**src/rtl/i2c_slave_port.sv**
```systemverilog
// I2C target: START/STOP decode, 7-bit address match, write-byte delivery and read-byte serialisation.
// Latency: pads to decisions SYNC_STAGES+FILT_LEN clk; no backpressure (no clock stretching).
module i2c_slave_port #(
    parameter logic [6:0] I2C_ADDR    = 7'h41,
    parameter int         FILT_LEN    = 3,
    parameter int         SYNC_STAGES = 2
) (
    input  logic       clk,
    input  logic       rst,
    input  logic       scl_i,
    input  logic       sda_i,
    output logic       sda_oe,
    output logic [7:0] rx_data,
    output logic       rx_valid,
    output logic       rx_first,
    output logic       tx_req,
    input  logic [7:0] tx_data,
    output logic       start_det,
    output logic       stop_det,
    output logic       busy
);

    localparam int              CW      = $clog2(FILT_LEN + 1);
    localparam logic [CW-1:0]   CNT_MAX = CW'(FILT_LEN - 1);

    typedef enum logic [2:0] {
        IDLE, ADDR, ADDR_ACK, WR_DATA, WR_ACK, RD_DATA, RD_ACK, WAIT_STOP
    } state_t;

    // index 0 = SCL, index 1 = SDA
    logic [1:0]                  pad;
    logic [1:0][SYNC_STAGES-1:0] sync_q;
    logic [1:0][CW-1:0]          filt_cnt;
    logic [1:0]                  filt_q;
    logic [1:0]                  filt_d;

    assign pad = {sda_i, scl_i};

    // A new level is adopted only after FILT_LEN consecutive disagreeing samples.
    always_ff @(posedge clk or posedge rst) begin
        if (rst) begin
            sync_q   <= '1;
            filt_cnt <= '0;
            filt_q   <= 2'b11;
            filt_d   <= 2'b11;
        end else begin
            filt_d <= filt_q;
            for (int i = 0; i < 2; i++) begin
                sync_q[i] <= {sync_q[i][SYNC_STAGES-2:0], pad[i]};
                if (sync_q[i][SYNC_STAGES-1] == filt_q[i]) begin
                    filt_cnt[i] <= '0;
                end else if (filt_cnt[i] == CNT_MAX) begin
                    filt_q[i]   <= sync_q[i][SYNC_STAGES-1];
                    filt_cnt[i] <= '0;
                end else begin
                    filt_cnt[i] <= filt_cnt[i] + 1'b1;
                end
            end
        end
    end

    logic scl_f, sda_f, scl_rise, scl_fall, start_c, stop_c;

    assign scl_f    = filt_q[0];
    assign sda_f    = filt_q[1];
    assign scl_rise = scl_f & ~filt_d[0];
    assign scl_fall = ~scl_f & filt_d[0];
    assign start_c  = scl_f & filt_d[0] & filt_d[1] & ~sda_f;
    assign stop_c   = scl_f & filt_d[0] & ~filt_d[1] & sda_f;

    state_t     state, state_nxt;
    logic [3:0] bit_cnt, cnt_nxt;
    logic [7:0] shreg, sh_nxt;
    logic       rw, rw_nxt;
    logic       first_pend, first_nxt;
    logic       oe_nxt, busy_nxt;
    logic [7:0] rx_data_nxt;
    logic       rx_valid_nxt, rx_first_nxt, tx_req_nxt, start_nxt, stop_nxt;

    always_ff @(posedge clk or posedge rst) begin
        if (rst) begin
            state      <= IDLE;
            bit_cnt    <= '0;
            shreg      <= '0;
            rw         <= 1'b0;
            first_pend <= 1'b0;
            sda_oe     <= 1'b0;
            busy       <= 1'b0;
            rx_data    <= '0;
            rx_valid   <= 1'b0;
            rx_first   <= 1'b0;
            tx_req     <= 1'b0;
            start_det  <= 1'b0;
            stop_det   <= 1'b0;
        end else begin
            state      <= state_nxt;
            bit_cnt    <= cnt_nxt;
            shreg      <= sh_nxt;
            rw         <= rw_nxt;
            first_pend <= first_nxt;
            sda_oe     <= oe_nxt;
            busy       <= busy_nxt;
            rx_data    <= rx_data_nxt;
            rx_valid   <= rx_valid_nxt;
            rx_first   <= rx_first_nxt;
            tx_req     <= tx_req_nxt;
            start_det  <= start_nxt;
            stop_det   <= stop_nxt;
        end
    end

    always_comb begin
        state_nxt    = state;
        cnt_nxt      = bit_cnt;
        sh_nxt       = shreg;
        rw_nxt       = rw;
        first_nxt    = first_pend;
        oe_nxt       = sda_oe;
        busy_nxt     = busy;
        rx_data_nxt  = rx_data;
        rx_valid_nxt = 1'b0;
        rx_first_nxt = 1'b0;
        tx_req_nxt   = 1'b0;
        start_nxt    = 1'b0;
        stop_nxt     = 1'b0;

        // START/STOP pre-empt every state, so a partial byte never reaches rx_valid.
        if (stop_c) begin
            oe_nxt    = 1'b0;
            stop_nxt  = 1'b1;
            busy_nxt  = 1'b0;
            first_nxt = 1'b0;
            cnt_nxt   = '0;
            state_nxt = IDLE;
        end else if (start_c) begin
            oe_nxt    = 1'b0;
            start_nxt = 1'b1;
            first_nxt = 1'b0;
            cnt_nxt   = '0;
            state_nxt = ADDR;
        end else begin
            case (state)
                IDLE: ;
                ADDR: begin
                    if (scl_rise) begin
                        sh_nxt  = {shreg[6:0], sda_f};
                        cnt_nxt = bit_cnt + 4'd1;
                    end else if (scl_fall && bit_cnt == 4'd8) begin
                        cnt_nxt = '0;
                        if (shreg[7:1] == I2C_ADDR) begin
                            oe_nxt     = 1'b1;
                            busy_nxt   = 1'b1;
                            rw_nxt     = shreg[0];
                            first_nxt  = 1'b1;
                            tx_req_nxt = 1'b1;
                            state_nxt  = ADDR_ACK;
                        end else begin
                            busy_nxt  = 1'b0;
                            state_nxt = WAIT_STOP;
                        end
                    end
                end
                ADDR_ACK: begin
                    if (scl_fall) begin
                        if (rw) begin
                            sh_nxt    = tx_data;
                            oe_nxt    = ~tx_data[7];
                            cnt_nxt   = 4'd1;
                            state_nxt = RD_DATA;
                        end else begin
                            oe_nxt    = 1'b0;
                            cnt_nxt   = '0;
                            state_nxt = WR_DATA;
                        end
                    end
                end
                WR_DATA: begin
                    if (scl_rise) begin
                        sh_nxt  = {shreg[6:0], sda_f};
                        cnt_nxt = bit_cnt + 4'd1;
                        if (bit_cnt == 4'd7) begin
                            rx_data_nxt  = {shreg[6:0], sda_f};
                            rx_valid_nxt = 1'b1;
                            rx_first_nxt = first_pend;
                            first_nxt    = 1'b0;
                        end
                    end else if (scl_fall && bit_cnt == 4'd8) begin
                        oe_nxt    = 1'b1;
                        cnt_nxt   = '0;
                        state_nxt = WR_ACK;
                    end
                end
                WR_ACK: begin
                    if (scl_fall) begin
                        oe_nxt    = 1'b0;
                        state_nxt = WR_DATA;
                    end
                end
                RD_DATA: begin
                    // bit_cnt counts bits already placed on the bus
                    if (scl_fall) begin
                        if (bit_cnt == 4'd8) begin
                            oe_nxt    = 1'b0;
                            cnt_nxt   = '0;
                            state_nxt = RD_ACK;
                        end else begin
                            oe_nxt  = ~shreg[6];
                            sh_nxt  = {shreg[6:0], 1'b0};
                            cnt_nxt = bit_cnt + 4'd1;
                        end
                    end
                end
                RD_ACK: begin
                    if (scl_rise) begin
                        if (sda_f) begin
                            busy_nxt  = 1'b0;
                            state_nxt = WAIT_STOP;
                        end else begin
                            tx_req_nxt = 1'b1;
                        end
                    end else if (scl_fall) begin
                        sh_nxt    = tx_data;
                        oe_nxt    = ~tx_data[7];
                        cnt_nxt   = 4'd1;
                        state_nxt = RD_DATA;
                    end
                end
                WAIT_STOP: oe_nxt = 1'b0;
                default:   state_nxt = IDLE;
            endcase
        end
    end

endmodule

```
**config.mk**
```make
export PLATFORM = sky130hd
export DESIGN_NAME = i2c_slave_port
export DESIGN_NICKNAME = d
export VERILOG_FILES = /design/src/rtl/i2c_slave_port.sv
export SDC_FILE = /design/constraint.sdc
export NUM_CORES = 1
export LEC_CHECK = 0
export BUFFER_PORTS_ARGS = -buffer_cell sky130_fd_sc_hd__buf_2
export CORE_MARGIN = 2
export CORE_UTILIZATION = 30
export DETAILED_ROUTE_END_ITERATION = 8
export PLACE_DENSITY = 0.55
export SLEW_MARGIN = 20
export SYNTH_ARGS = -nofsm -noshare
export SYNTH_HDL_FRONTEND = slang
export SYNTH_SLANG_ARGS = --single-unit
```
**constraint.sdc**
```tcl
create_clock -name clk -period 2.4 [get_ports clk]
set_clock_uncertainty 0.1 [all_clocks]
set_input_delay 0.48 -clock clk [delete_from_list [all_inputs] [get_ports clk]]
set_output_delay 0.48 -clock clk [all_outputs]
set_load 0.02 [all_outputs]
```
After elaboration in Yosys (flattened, before gate mapping)
Index checks and enable logic that the tools add are counted.
- register bits after elaboration: 44
- bits in latches: 0
- bits in writable memories: 0
- bits in read-only memories: 0
- input port bits: 12
- output and inout port bits: 15
- memories: 0
- add/subtract/negate cells: 3
- multipliers: 0
- div/mod/pow operators: 0
- $lt $le $gt $ge: 0
- eq/ne operators: 42
- shifts and indexed selects: 0
- mux-type cells: 87
- bitwise logic cells: 18
- reduce and logical (&&, ||, !) cells: 18
- operator list (cell ; number):
    8-bit two-way mux ; 7
    4-bit inequality test, second input constant ; 13
    1-bit two-way mux ; 45
    3-bit two-way mux ; 15
    4-bit two-way mux ; 9
    8-bit one-hot mux with 4 select lines ; 1
    6-bit AND reduction ; 4
    11-bit AND reduction ; 2
    3-bit one-hot mux with 6 select lines ; 1
    4-bit one-hot mux with 4 select lines ; 1
    3-bit equality test, second input constant ; 4
    2-bit inequality test, second input constant ; 6
    3-bit inequality test, second input constant ; 4
    1-bit NOT ; 11
    5-bit inequality test, second input constant ; 2
    10-bit AND reduction ; 1
    9-bit nonzero test ; 1
    2-bit two-way mux ; 4
    4-bit nonzero test ; 2
    8-bit nonzero test ; 1
    1-bit AND ; 7
    7-bit equality test, second input constant ; 1
    1-bit one-hot mux with 7 select lines ; 1
    3-bit by 2-bit equality test with 1-bit output, second input constant ; 2
    16 further kinds ; 23

Logic depth before layout (Yosys ltp)
- depth in word-level cells: 8
- mapped depth: 8
- mapped depth without buffers: 7

Least setup slack after synthesis
No wires, ideal clock.
- path kind: flip-flop to flip-flop
- from: reg filt_q[0]
- to: reg shreg[0]
- library setup time: 0.125 ns
- arrival time: 1.918 ns
- data required time: 2.175 ns
- path slack: 0.258 ns
- cell stages (with the launch flop): 6
- path buffers: 1
- period minus slack after synthesis: 2.142 ns
- path through: dfstp_2 -> ha_1 -> clkbuf_1 -> o211ai_1 -> a211oi_4 -> mux2_2
- word-level cells in the longest chain between the ends: 5
- elaborated cells on any way between the ends: 16
- classes of those cells: eq/ne (5); bitwise (10); reduce/logical (1)
- RTL lines (item ; RTL line ; RTL):
    from (decl) ; 34 ; logic [1:0] filt_q;
    from (signal, indexed assignment) ; 53 ; filt_q[i] <= sync_q[i][SYNC_STAGES-1];
    1-bit AND ; 68, 69 ;
    1-bit AND (on tied branches) (2 in a row) ; 69, 68 ;
    1-bit NOT (no line) ; -- ;
    10-bit AND reduction (no line) * ; -- ;
    to (signal assigned) ; 98 ; shreg <= sh_nxt;
    to (decl) ; 73 ; logic [7:0] shreg, sh_nxt;
Every way passes the cells marked *; elsewhere a longest branch is shown, timed or not.
A chain may end at the register's enable or synchronous reset.

Worst setup path in the final report
- from: reg filt_d[0]
- to: reg bit_cnt[3]
- word-level cells in the longest chain between the ends: 6
- elaborated cells on any way between the ends: 20
- classes of those cells: eq/ne (5); mux (4); bitwise (8); reduce/logical (3)
- RTL lines (item ; RTL line ; RTL):
    from (decl) ; 35 ; logic [1:0] filt_d;
    from (signal assigned) ; 47 ; filt_d <= filt_q;
    1-bit NOT ; 66 ; assign scl_rise = scl_f & ~filt_d[0];
    1-bit AND ; 66 ;
    4-bit two-way mux ; 145 ; if (scl_rise) begin
    4-bit one-hot mux with 4 select lines ; 142 ; case (state)
    4-bit two-way mux ; 135 ; end else if (start_c) begin
    4-bit two-way mux ; 128 ; if (stop_c) begin
    to (signal assigned) ; 97 ; bit_cnt <= cnt_nxt;
    to (decl) ; 72 ; logic [3:0] bit_cnt, cnt_nxt;
Several ways; a longest one is shown, not always the timed one.

==> impl_metrics.sql <==
INSERT INTO impl_metrics (metric_group, metric, value, unit) VALUES
('clock_tree', 'tritoncts_clock_tree', 'done', ''),
('logic_synthesis', 'post_synth_edffs', '0', ''),
('floorplan', 'die_width', '91.0', 'µm'),
('layout', 'layout.cells.most_common', 'dfrtp_1', ''),
('flow_run', 'maxCapViolations', '0', ''),
('setup_path', 'kind_of_capture_point_of_the_worst_setup_path', 'register', ''),
('layout', 'final_cell_mix', 'dfrtp_1, buf_2, mux2_2', ''),
('setup_path', 'critical-path-slowest-cell', 'dfstp_2', ''),
('power_and_ir_drop', 'power-per-cell-area', '1220', 'nW/µm²'),
('logic_synthesis', 'synth_cell_type_count', '50', ''),
('logic_synthesis', 'ys_top_cells_by_area', 'dfrtp_1, mux2_2, dfstp_2, ha_1, a21oi_1', ''),
('setup_path', 'timing.critical_path.buf_inv', '0', ''),
('setup_path', 'cpPeakStageDelay', '550', 'ps'),
('power_and_ir_drop', 'switching_power', '1.24', 'mW'),
('timing', 'max_slew_margin', '66.6', '%'),
('logic_synthesis', 'synth_top_area_share', '39.7', '%'),
('floorplan', 'area_of_the_core', '7290', 'µm²'),
('hold_path', 'worstHoldPathType', 'in2async', ''),
('routing', 'drt-vias-per-instance', '4.88', ''),
('timing', 'layout_setup_ws', '167', 'ps'),
('layout', 'fin_nets', '257', ''),
('clock_tree', 'tritoncts.num_buffers', '5', ''),
('setup_path', 'arrival', '2370', 'ps'),
('floorplan', 'core.rowCount', '31', ''),
('timing', 'timing.setup.tns', '0', 'ps'),
('timing', 'setup-violations-final', '0', ''),
('setup_path', 'crit_family', 'simple AND/OR/NAND/NOR gates', ''),
('grt', 'gr_busiest_metal', 'met1', ''),
('clock_tree', 'holdBufCountCts', '0', ''),
('logic_synthesis', 'synth_warnings', '0', ''),
('setup_path', 'critical_path.cell_chain', 'ha_1 -> nand2b_1 -> a21boi_0 -> o2bb2ai_1 -> or4b_1 -> nand3_1', ''),
('grt', 'global_route.usage.met2', '17.2', '%'),
('clock_tree', 'cts.clk_slew.worst_paths', '80', 'ps'),
('floorplan', 'start_util', '31.1', '%'),
('power_and_ir_drop', 'combinational_share_of_power', '46.0', '%'),
('routing', 'routed-via-count', '1659', ''),
('setup_path', 'timing.setup.critical_path_class', 'reg2reg', ''),
('timing', 'final.period_utilization', '93.1', '%'),
('logic_synthesis', 'synth.net_count', '224', ''),
('timing', 'finalCriticalPeriod', '2230', 'ps'),
('logic_synthesis', 'mappedNetlistArea', '2270', 'µm²'),
('layout', 'finalInstanceArea', '2660', 'µm²'),
('routing', 'drtIter0Drc', '133', ''),
('clock_tree', 'clock_latency_on_the_worst_skew_pair', '300', 'ps'),
('grt', 'antenna_violations_before_repair', '0', ''),
('grt', 'grt_start_max_net_pins', '24', ''),
('floorplan', 'io_pins', '27', ''),
('clock_tree', 'cts_max_level', '2', ''),
('power_and_ir_drop', 'static_leak', '1.21', 'nW'),
('logic_synthesis', 'synthCells', '207', ''),
('timing', 'achievable-frequency', '448', 'MHz'),
('grt', 'grt_pass1_wl', '8170', 'µm'),
('grt', 'grt_pass1_vias', '1639', ''),
('timing', 'worstMarginPinSlew', '500', 'ps'),
('place', 'detailedPlace.worstSlack', '205', 'ps'),
('place', 'placed_area', '2550', 'µm²'),
('power_and_ir_drop', 'power.internal', '2.00', 'mW'),
('power_and_ir_drop', 'sequentialPowerShare', '36.8', '%'),
('power_and_ir_drop', 'swShare', '38.3', '%'),
('layout', 'num_antenna_cells', '0', ''),
('place', 'io_buffers', '26', ''),
('logic_synthesis', 'synth-main-ff-cell', 'dfrtp_1', ''),
('routing', 'post-route-drc-count', '0', ''),
('run_status', 'run_status', 'complete, no violations', ''),
('logic_synthesis', 'postSynth.asyncResetShare', '100', '%'),
('grt', 'gr-usage-met1', '17.7', '%'),
('setup_path', 'crit_required', '2530', 'ps'),
('logic_synthesis', 'synth.avg_cell_area', '11.0', 'µm²'),
('floorplan', 'die_area', '8270', 'µm²'),
('power_and_ir_drop', 'peak_supply_drop', '0.466', 'mV'),
('clock_tree', 'clock_sinks', '44', '');
cells by family after synthesis:
kind of cell / share of synthesized area [%]
simple gates: 14.5
compound gates: 14.7
flops: 49.0
mux: 13.2
buf+inv: 4.74
fa+ha+maj: 2.76
xor+xnor: 1.16
registers in the layout, indices dropped and copies added (netlist names), 2 cells and up:
name,flops
rx_data,8
filt_cnt,4
state,3
bit_cnt,4
filt_d,2
filt_q,2
sync_q,4
shreg,8
cell type report:
| type | instances | area [µm²] |
|---|---|---|
| Multi-Input combinational cell | 140 | 1060 |
| Fill cell | 756 | 4630 |
| Timing Repair Buffer | 35 | 210 |
| Clock buffer | 7 | 76.3 |
| Clock inverter | 1 | 30.0 |
| Inverter | 14 | 52.6 |
| Tap cell | 99 | 124 |
| Sequential cell | 44 | 1110 |
metrics by stage:
stage | std cells | power [mW] | utilization [%] | hold slack (ps)
floorplan | 207 | 2.34 | - | 245
CTS | 340 | 3.26 | 36.4 | 119
finish | 340 | 3.25 | 36.5 | 98.1
global route | 340 | 3.53 | 36.5 | 137
detailed placement | 332 | 2.69 | 34.9 | 247
global placement | 332 | 2.67 | 34.9 | 246
path summary, 6_finish.rpt:
kind / startpoint / to / slack, ps / cells past startpoint
worst max-delay path: filt_d[0] / bit_cnt[3] / 170 / 6
worst min-delay path: rst / shreg[4] / 100 / 2
worst max register to register: filt_d[0] / bit_cnt[3] / 170 / 6
worst min register to register: sync_q[2] / sync_q[3] / 260 / 0
max in group asynchronous: rst / filt_d[1] / 1530 / 3
min in group clk: sda_i / sync_q[2] / 170 / 1
repair_timing:
action,CTS,global route
gates resized for setup,0,1
buffers inserted,0,0
endpoints found under the setup margin,0,1
power by group through the flow:
stage | combinational (mW) | clock, mW | sequential (mW)
2_1_floorplan | 1.23 | 0 | 1.11
3_3_place_gp | 1.47 | 0 | 1.20
3_5_place_dp | 1.48 | 0 | 1.21
4_1_cts | 1.49 | 0.580 | 1.19
5_1_grt | 1.68 | 0.610 | 1.24
6_report | 1.49 | 0.560 | 1.19
synthesized netlist by cell type, drive strengths merged (2+ instances only):
cell	n
a31o	2
nor2	11
nand3b	3
o311a	2
or3	2
o2bb2ai	2
dfstp	8
o21ai	9
nor3	6
buf	7
nand2	11
mux2	23
nand3	5
nor4	3
nand4b	2
and2	2
o21bai	2
ha	5
inv	14
clkbuf	2
a21oi	12
nor2b	2
nand2b	7
mux2i	4
dfrtp	36
o311ai	3
o22ai	2
xnor2	2
layer usage:
layer  up-vias  routed length (µm)
met5         -                   0
met4         0                  59
met3         7                 344
li1        815                   -
met2        47                1960
met1       790                2210
Note: power is estimated with default switching activity, not from simulation.
